[config.mk]
export PLATFORM = sky130hd
export DESIGN_NAME = pcore_soc_top
export DESIGN_NICKNAME = d
export VERILOG_FILES = /design/src/rtl/pcore_soc_top.sv
export SDC_FILE = /design/constraint.sdc
export NUM_CORES = 1
export LEC_CHECK = 0
export CAP_MARGIN = 20
export CORE_ASPECT_RATIO = 0.8
export CORE_UTILIZATION = 34
export DETAILED_ROUTE_END_ITERATION = 10
export DONT_BUFFER_PORTS = 1
export PLACE_DENSITY = 0.47
export SYNTH_ARGS = -nofsm -noshare
export SYNTH_HDL_FRONTEND = slang
export SYNTH_SLANG_ARGS = --single-unit
[constraint.sdc]
create_clock -name clk -period 9.15 [get_ports clk]
set_input_delay 0.915 -clock clk [delete_from_list [all_inputs] [get_ports clk]]
set_output_delay 0.915 -clock clk [all_outputs]
set_load 0.05 [all_outputs]
[src/rtl/pcore_soc_top.sv]
// PCore SoC memory-mapped subsystem. The debug port is the bus master.
// Writes go to main memory, two UART TX units, an SPI master, irq_pending and the signature/halt strobes.
// Ports: clk, rst_n (async, active-high), irq_ext_i, irq_soft_i, uart_rxd_i (ignored),
//        uart_txd_o, spi_clk_o, spi_cs_o, spi_miso_i, spi_mosi_o, debug_port_i.
// Optional feature macro: PCORE_UART_NS_EN adds uart_ns_module at 0x9001_0000.
package pcore_pkg;
    typedef struct packed {
        logic [31:0] reg_addr;
        logic [31:0] reg_data;
        logic        reg_wr_req;
    } type_debug_port_s;

    typedef struct packed {
        logic [31:0] addr;
        logic [31:0] w_data;
    } type_dbus_s;
endpackage

// 8N1 transmitter. Holds the clocks-per-bit register.
// The register is clamped to a minimum of 2 when written.
module pcore_uart_tx #(
    parameter int unsigned DIV_RST = 16
) (
    input  logic        clk,
    input  logic        rst,
    input  logic        wr_data_i,
    input  logic        wr_div_i,
    input  logic [15:0] wdata_i,
    output logic        txd_o
);
    logic [7:0]  uart_reg_tx_ff;
    logic        tx_valid_ff;
    logic        busy_q;
    logic        txd_q;
    logic [8:0]  sh_q;
    logic [3:0]  bit_q;
    logic [15:0] div_q;
    logic [15:0] cnt_q;
    logic        start;

    assign start = wr_data_i & ~busy_q;
    assign txd_o = txd_q;

    always_ff @(posedge clk or posedge rst) begin
        if (rst) begin
            uart_reg_tx_ff <= '0;
            tx_valid_ff    <= 1'b0;
            busy_q         <= 1'b0;
            txd_q          <= 1'b1;
            sh_q           <= '1;
            bit_q          <= '0;
            div_q          <= 16'(DIV_RST);
            cnt_q          <= '0;
        end else begin
            tx_valid_ff <= start;
            if (wr_div_i)
                div_q <= (wdata_i < 16'd2) ? 16'd2 : wdata_i;
            if (start) begin
                // Start bit is driven immediately; the 9 remaining bits are data + stop.
                uart_reg_tx_ff <= wdata_i[7:0];
                sh_q           <= {1'b1, wdata_i[7:0]};
                bit_q          <= 4'd9;
                cnt_q          <= div_q - 16'd1;
                txd_q          <= 1'b0;
                busy_q         <= 1'b1;
            end else if (busy_q) begin
                if (cnt_q != 16'd0) begin
                    cnt_q <= cnt_q - 16'd1;
                end else if (bit_q == 4'd0) begin
                    busy_q <= 1'b0;
                end else begin
                    txd_q <= sh_q[0];
                    sh_q  <= {1'b1, sh_q[8:1]};
                    bit_q <= bit_q - 4'd1;
                    cnt_q <= div_q - 16'd1;
                end
            end
        end
    end
endmodule

// Word array with one read/write port. Contents are deliberately not reset.
module pcore_main_mem #(
    parameter int WORDS = 4096,
    parameter int AW    = 12
) (
    input  logic          clk,
    input  logic          we_i,
    input  logic [AW-1:0] addr_i,
    input  logic [31:0]   wdata_i,
    output logic [31:0]   rdata_o
);
    logic [31:0] dualport_memory [WORDS];

    always_ff @(posedge clk) begin
        if (we_i)
            dualport_memory[addr_i] <= wdata_i;
        rdata_o <= dualport_memory[addr_i];
    end
endmodule

module pcore_mem_top #(
    parameter int WORDS = 4096,
    parameter int AW    = 12
) (
    input  logic          clk,
    input  logic          we_i,
    input  logic [AW-1:0] addr_i,
    input  logic [31:0]   wdata_i,
    output logic [31:0]   rdata_o
);
    pcore_main_mem #(.WORDS(WORDS), .AW(AW)) main_mem_module (
        .clk(clk), .we_i(we_i), .addr_i(addr_i),
        .wdata_i(wdata_i), .rdata_o(rdata_o)
    );
endmodule

module pcore_soc_top
    import pcore_pkg::*;
#(
    parameter int MEM_WORDS    = 4096,
    parameter int UART_DIV_RST = 16,
    parameter int SPI_DIV_RST  = 2
) (
    input  logic             clk,
    input  logic             rst_n,
    input  logic             irq_ext_i,
    input  logic             irq_soft_i,
    input  logic             uart_rxd_i,
    output logic             uart_txd_o,
    output logic             spi_clk_o,
    output logic             spi_cs_o,
    input  logic             spi_miso_i,
    output logic             spi_mosi_o,
    input  type_debug_port_s debug_port_i
);
    localparam int MEM_AW = $clog2(MEM_WORDS);

    logic        req_q;
    logic        bus_wr;
    type_dbus_s  dbus2peri;
    logic [31:0] wa;
    logic        hit_sig, hit_halt;
    logic        sel_mem, sel_u0_d, sel_u0_v, sel_spi_d, sel_spi_v, sel_irq;
    logic        sig_en;
    logic        halt_flag;
    logic [1:0]  irq_s1_q, irq_s2_q, irq_pending;
    logic [31:0] mem_rdata;
    logic        txd0;

    // Word-aligned view: the two low address bits do not participate.
    assign wa       = {dbus2peri.addr[31:2], 2'b00};
    assign hit_sig  = wa == 32'h8E00_0000;
    assign hit_halt = wa == 32'h8F00_0000;
    assign sel_mem  = bus_wr && wa[31:28] == 4'h8 && !hit_sig && !hit_halt;
    assign sig_en   = bus_wr && hit_sig;
    assign sel_u0_d = bus_wr && wa == 32'h9000_0000;
    assign sel_u0_v = bus_wr && wa == 32'h9000_0004;
    assign sel_spi_d = bus_wr && wa == 32'h9002_0000;
    assign sel_spi_v = bus_wr && wa == 32'h9002_0004;
    assign sel_irq  = bus_wr && wa == 32'h9003_0000;

    always_ff @(posedge clk or posedge rst_n) begin
        if (rst_n) begin
            req_q     <= 1'b0;
            bus_wr    <= 1'b0;
            dbus2peri <= '0;
        end else begin
            req_q  <= debug_port_i.reg_wr_req;
            bus_wr <= debug_port_i.reg_wr_req & ~req_q;
            if (debug_port_i.reg_wr_req & ~req_q) begin
                dbus2peri.addr   <= debug_port_i.reg_addr;
                dbus2peri.w_data <= debug_port_i.reg_data;
            end
        end
    end

    always_ff @(posedge clk or posedge rst_n) begin
        if (rst_n) begin
            halt_flag   <= 1'b0;
            irq_s1_q    <= '0;
            irq_s2_q    <= '0;
            irq_pending <= '0;
        end else begin
            if (bus_wr && hit_halt)
                halt_flag <= 1'b1;
            irq_s1_q <= {irq_soft_i, irq_ext_i};
            irq_s2_q <= irq_s1_q;
            // Set is OR-ed after the clear so a simultaneous set wins.
            irq_pending <= (irq_pending & ~(sel_irq ? dbus2peri.w_data[1:0] : 2'b00))
                         | irq_s2_q;
        end
    end

    pcore_mem_top #(.WORDS(MEM_WORDS), .AW(MEM_AW)) mem_top_module (
        .clk(clk), .we_i(sel_mem),
        .addr_i(dbus2peri.addr[MEM_AW+1:2]),
        .wdata_i(dbus2peri.w_data), .rdata_o(mem_rdata)
    );

    pcore_uart_tx #(.DIV_RST(UART_DIV_RST)) uart_module (
        .clk(clk), .rst(rst_n), .wr_data_i(sel_u0_d), .wr_div_i(sel_u0_v),
        .wdata_i(dbus2peri.w_data[15:0]), .txd_o(txd0)
    );

`ifdef PCORE_UART_NS_EN
    logic txd_ns;
    logic sel_ns_d, sel_ns_v;
    assign sel_ns_d = bus_wr && wa == 32'h9001_0000;
    assign sel_ns_v = bus_wr && wa == 32'h9001_0004;

    pcore_uart_tx #(.DIV_RST(UART_DIV_RST)) uart_ns_module (
        .clk(clk), .rst(rst_n), .wr_data_i(sel_ns_d), .wr_div_i(sel_ns_v),
        .wdata_i(dbus2peri.w_data[15:0]), .txd_o(txd_ns)
    );
    assign uart_txd_o = txd0 & txd_ns;
`else
    assign uart_txd_o = txd0;
`endif

    // SPI mode 0: phase counter 0..15 alternates rising/falling edges,
    // phase 16 is the trailing half-period before chip select releases.
    logic        spi_busy_q, spi_clk_q, spi_cs_q, spi_mosi_q;
    logic [7:0]  spi_sh_q, spi_rx_ff;
    logic [4:0]  spi_ph_q;
    logic [15:0] spi_cnt_q, spi_div_q;

    always_ff @(posedge clk or posedge rst_n) begin
        if (rst_n) begin
            spi_busy_q <= 1'b0;
            spi_clk_q  <= 1'b0;
            spi_cs_q   <= 1'b1;
            spi_mosi_q <= 1'b0;
            spi_sh_q   <= '0;
            spi_rx_ff  <= '0;
            spi_ph_q   <= '0;
            spi_cnt_q  <= '0;
            spi_div_q  <= 16'(SPI_DIV_RST);
        end else begin
            if (sel_spi_v)
                spi_div_q <= (dbus2peri.w_data[15:0] == 16'd0) ? 16'd1 : dbus2peri.w_data[15:0];
            if (sel_spi_d && !spi_busy_q) begin
                spi_busy_q <= 1'b1;
                spi_cs_q   <= 1'b0;
                spi_clk_q  <= 1'b0;
                spi_mosi_q <= dbus2peri.w_data[7];
                spi_sh_q   <= dbus2peri.w_data[7:0];
                spi_ph_q   <= '0;
                spi_cnt_q  <= spi_div_q - 16'd1;
            end else if (spi_busy_q) begin
                if (spi_cnt_q != 16'd0) begin
                    spi_cnt_q <= spi_cnt_q - 16'd1;
                end else begin
                    spi_cnt_q <= spi_div_q - 16'd1;
                    spi_ph_q  <= spi_ph_q + 5'd1;
                    if (spi_ph_q == 5'd16) begin
                        spi_cs_q   <= 1'b1;
                        spi_busy_q <= 1'b0;
                        spi_mosi_q <= 1'b0;
                    end else if (!spi_ph_q[0]) begin
                        spi_clk_q <= 1'b1;
                        spi_rx_ff <= {spi_rx_ff[6:0], spi_miso_i};
                    end else begin
                        spi_clk_q  <= 1'b0;
                        spi_sh_q   <= {spi_sh_q[6:0], 1'b0};
                        spi_mosi_q <= spi_sh_q[6];
                    end
                end
            end
        end
    end

    assign spi_clk_o  = spi_clk_q;
    assign spi_cs_o   = spi_cs_q;
    assign spi_mosi_o = spi_mosi_q;

    logic unused_bits;
    assign unused_bits = ^{uart_rxd_i, dbus2peri.addr[1:0], mem_rdata};
endmodule

# After elaboration in Yosys (flattened, before gate mapping)
# Cells that the tools add are included.
# Widths: inputs -> output; s select.
# op_classes
addsub	6
magnitude_cmp	1
eq_ne	10
muxes	51
bitwise	4
n_reduce_logical	22
# ops
op	n
$mux 16	9
$eq 30x30->1 const B	4
$sub 16x1->16 const B	4
$mux 9	4
$mux 7	5
$reduce_bool 16->1	2
$mux 1	26
$logic_not 16->1	1
$lt 16x2->1 const B	1
$mux 4	4
$mux 5	3
$reduce_and 3->1	4
$reduce_bool 2->1	4
$add 5x1->5 const B	1
$eq 5x5->1 const B	1
$logic_and 1x1->1	5
$logic_not 4->1	1
$ne 2x1->1 const B	2
$ne 2x2->1 const B	2
$reduce_and 2->1	2
$reduce_and 4->1	1
$sub 4x1->4 const B	1
$ne 3x1->1 const B	1
$reduce_bool 3->1	1
other kinds (3)	5
# totals
reg_bits	145
out_inout_bits	4
elab_cells	112

# Depth between registers and ports, before layout
# depth
ltp_word	5
ltp_mapped	10
ltp_nobuf	8

# Cells and area by module
# A second synthesis with hierarchy kept.
# hier_totals
hier_cells	687
hier_area_um2	7420.9
# modules_own_cells
module	instances	cells_each	area_per_inst_um2	seq_area_each_um2
pcore_soc_top	1	414	4739.5	2404.8
pcore_uart_tx	1	273	2681.3	1163.6

# Worst setup path before layout
# Ideal clock, no wire load.
# synth_path
path_type	reg-to-reg
startpoint	register dbus2peri[61] (netlist name)
endpoint	register uart_module.cnt_q[1]
setup_ns	0.077
arrival_time_ns	2.170
t_required_ns	9.073
setup_slack_ns	6.902
path_stages_with_launch	8
n_path_buf	1
period_less_slack_ns	2.248
cell_sequence	dfrtp_1 -> nor4b_4 -> nand4_4 -> or4_1 -> buf_6 -> nand2_1 -> mux2_2 -> a21oi_1
# synth_between
elab_chain_cells	5
word_cells_on_any_way	7
# synth_lines
item	line	rtl
from (decl)	141	type_dbus_s dbus2peri;
$eq 30x30->1 (*)	157	assign sel_u0_d = bus_wr && wa == 32'h9000_0000;
$logic_and 1x1->1 (*)	157	
$and 1x1->1 (*)	41	assign start = wr_data_i & ~busy_q;
$ne 3x1->1 (no source line) / $reduce_bool 2->1 (equally long branches)	-	
$reduce_and 2->1 (no source line)	-	
to (signal assigned)	63	cnt_q <= div_q - 16'd1;
to (signal assigned)	68	cnt_q <= cnt_q - 16'd1;
to (signal assigned)	75	cnt_q <= div_q - 16'd1;
to (decl)	38	logic [15:0] cnt_q;
# Mark *: on every way between the ends. The rest lies on a longest branch, timed or not.
# A chain may end at the register's enable or synchronous reset.

# Worst setup path after layout
# layout_path
startpoint	register uart_module.cnt_q[9]
endpoint	register uart_module.cnt_q[0]
# layout_between
elab_chain_cells	4
word_cells_on_any_way	6
# layout_lines
item	line	rtl
$reduce_bool 16->1 (*)	67	if (cnt_q != 16'd0) begin
$mux 16	67	
$mux 16	66	end else if (busy_q) begin
$mux 16	58	if (start) begin
# Mark *: on every way between the ends. The rest lies on a longest branch, timed or not. The select of a mux whose other input is x is not followed.

==> results.toml <==
[outcome]
outcome = "completed"

[synth]
synth_enable_flop_cells = 0
ys_ff_latch = 142
synthesis.instances = 668
synth.avg_cell_area_sq_um = 10.85
yosysWarningCount = 0
synthArstFlopShare_pct = 100.0
synth.net_count = 748
post_synth_instance_area_sq_um = 7246
seq_area_frac_synth_pct = 49.25
yosys.cell_types.count = 70
synth_ff_type = "dfrtp_1"

[placed_design]
hpwl_mm = 12.70
placedCellCount = 921
place.port_buffers = 0
place.gp.congestion = 0.7949

[floorplan]
die_area_sq_um = 21900
die_height_microns = 132.6
die-width_microns = 165.2
design.core.area_sq_um = 20760
pin_count = 75
start_util_pct = 34.90
placement_rows = 47

[worst_setup_path]
reg2reg_from = "uart_module.cnt_q[9]"
timing.reg2reg.setup_slack_ns = 6.01
critical_path_end_type = "flip-flop"
cp-start-kind = "flip-flop"
critical-path-max-stage-delay_ns = 0.78
crit_fanout = 13
cp-startpoint = "uart_module.cnt_q[9]"
crit_path_top_delay_cell = "nor4_1"
worst_ep_arrival_time_ns = 3.45
path_class = "flip-flop to flip-flop"
buf_inv_on_cp = 0
cp_data_required_time_ns = 9.46
critPathTopFamily = "simple AND/OR/NAND/NOR gates"
timing.critical_path.cells = "nor4_1, nand4_1, o21ai_2, nand2_4, o22ai_1, a21oi_1"

[final_layout]
drive_above_1_share_pct = 22.22
fillers = 2029
nNetsFinal = 751
layout.cells.most_common = "dfrtp_1"
final_cells = 954
layout_common_cells = "dfrtp_1, mux2_2, nor2_1, nand2_1, a21oi_1"
flow.area_growth_from_synthesis_pct = 12.33

[power]
post-layout-total-power_uw = 1458
power.ir.vdd_worst_mv = 0.09511
power-per-cell-area_nw_per_um2 = 179.1
power.static_leakage_uw = 0.003540

[cts]
tritoncts_clock_tree = "yes"
numCtsBuffers = 17
clkSlewWorstSetupHoldPaths_ns = 0.07
clock_sinks = 142
htreeDepth = 4
cts_setup_buffers = 0
cts_hold_repair.buffers = 0
cts_max_path_buffers = 2
cts.repair.resized = 0
cts_root_buffer = "clkbuf_16"
clk_latency_ns = 0.43

[route]
avgRoutedWirePerCell_microns = 18.61
drt_total_wl_mm = 17.75
drcViolationCount = 0
vias = 5238
final_ant_viol_nets = 0
drt_iter0_markers = 569
detailedRoute.firstPassIterationCount = 4
routed_via_density = 5.491

[timing]
finalCriticalPeriod_ns = 3.143
max_clock_freq_mhz = 318.2
rsz0062_at_grt = "no"
drv_slew = 0
hold_viol = 0
worst_slew_margin_rel_pct = 32.44
timing_worst_slew_pin_value_ns = 1.010
layout_worst_path_cycle_share_pct = 34.35
totalNegativeSetupSlack_ns = 0
finalSetupViolations = 0
skew_ns = 0.01056

[hold_path]
min_path_type = "input pin to async pin"

[grt]
antenna_found_initial = 1
grt_max_degree = 86
number_of_global_route_vias_before_repair = 5193
global_route_wire_length_before_repair_mm = 28.77
grt_util_all_layers_pct = 17.33
global_route.overflow_total = 0

[job]
max-cap-violations = 0
[where the power goes]
part           internal (uW)  switching (uW)
registers                658            38.1
clock network            389             312
logic                   32.3            27.9
total                   1080             378
[synth_stat cells (4+ instances only)]
library cell | n | area, sq um
o21ai_0 | 26 | 130.1
nor3_1 | 27 | 135.1
xor2_1 | 10 | 87.58
mux2i_1 | 17 | 170.2
nand4_1 | 8 | 50.05
nor3b_1 | 6 | 45.04
nor4b_1 | 4 | 35.03
a2bb2oi_1 | 4 | 35.03
dfrtp_1 | 130 | 3253
mux2_2 | 77 | 867.1
buf_2 | 4 | 20.02
nor4_1 | 18 | 112.6
or3_1 | 11 | 68.82
a21oi_1 | 38 | 190.2
nand2_1 | 48 | 180.2
xnor2_1 | 21 | 183.9
clkbuf_1 | 13 | 48.80
nand3b_1 | 6 | 45.04
ha_1 | 9 | 112.6
nand3_1 | 14 | 70.07
dfstp_2 | 12 | 315.3
o211ai_1 | 10 | 75.07
nor2_1 | 51 | 191.4
a31oi_1 | 6 | 37.54
inv_1 | 23 | 86.33
[registers in the layout, indices dropped and copies added, names as in the netlist, 4 cells and up]
name,cells
uart_module.div_q,16
spi_cnt_q,16
spi_ph_q,5
uart_module.sh_q,8
spi_div_q,16
uart_module.cnt_q,16
spi_sh_q,7
uart_module.bit_q,4
dbus2peri,46
[final timing paths]
path,to,cells after the start
worst max-delay path,uart_module.cnt_q[0],6
worst min-delay path,uart_module.cnt_q[9],1
worst max register to register,uart_module.cnt_q[0],6
worst min register to register,dbus2peri[54],1
max in group asynchronous,dbus2peri[48],2
min in group clk,req_q,0
[routing by layer]
metal  wire (microns)  vias to the layer above  share of wire, %  GRT usage, %
met5                0                        -                 0             0
met4              161                        0              0.91         4.332
met3             1137                       11               6.4         5.235
met2             7551                      139                43         24.15
met1             8901                     2624                50         25.79
li1                 -                     2464                 -             -
[metrics by stage]
stage	hold slack, ns	util (%)	cell area [sq um]	worst slack (ns)
6_report	0.4808	39.21	8139	6.007
3_3_place_gp	0.4914	36.28	7531	6.033
2_1_floorplan	0.4672	-	7246	4.445
4_1_cts	0.4852	39.20	8137	5.985
3_5_place_dp	0.4968	36.33	7542	6.004
5_1_grt	0.4792	39.20	8137	5.763
[logic make-up after synthesis]
| kind of cell | synth area share [%] |
|---|---|
| AOI/OAI and AO/OA | 10.03 |
| xor gates and xnor gates | 3.747 |
| adders and majority gates | 1.554 |
| buffers and inverters | 2.556 |
| DFF | 49.25 |
| muxes | 14.47 |
| and+or+nand+nor | 18.39 |
[layout make-up]
cell class	count	area, sq um	area share, %
diodes	1	2.502	0.03075
clock buffers	17	425.4	5.227
clock inverters	15	168.9	2.075
inverters	23	91.34	1.122
multi-input cells	482	3505	43.06
flip-flops and latches	142	3568	43.84
well taps	269	336.6	4.135
repair buffers	5	41.29	0.5073
No activity file was read; power rests on OpenSTA's default activity.
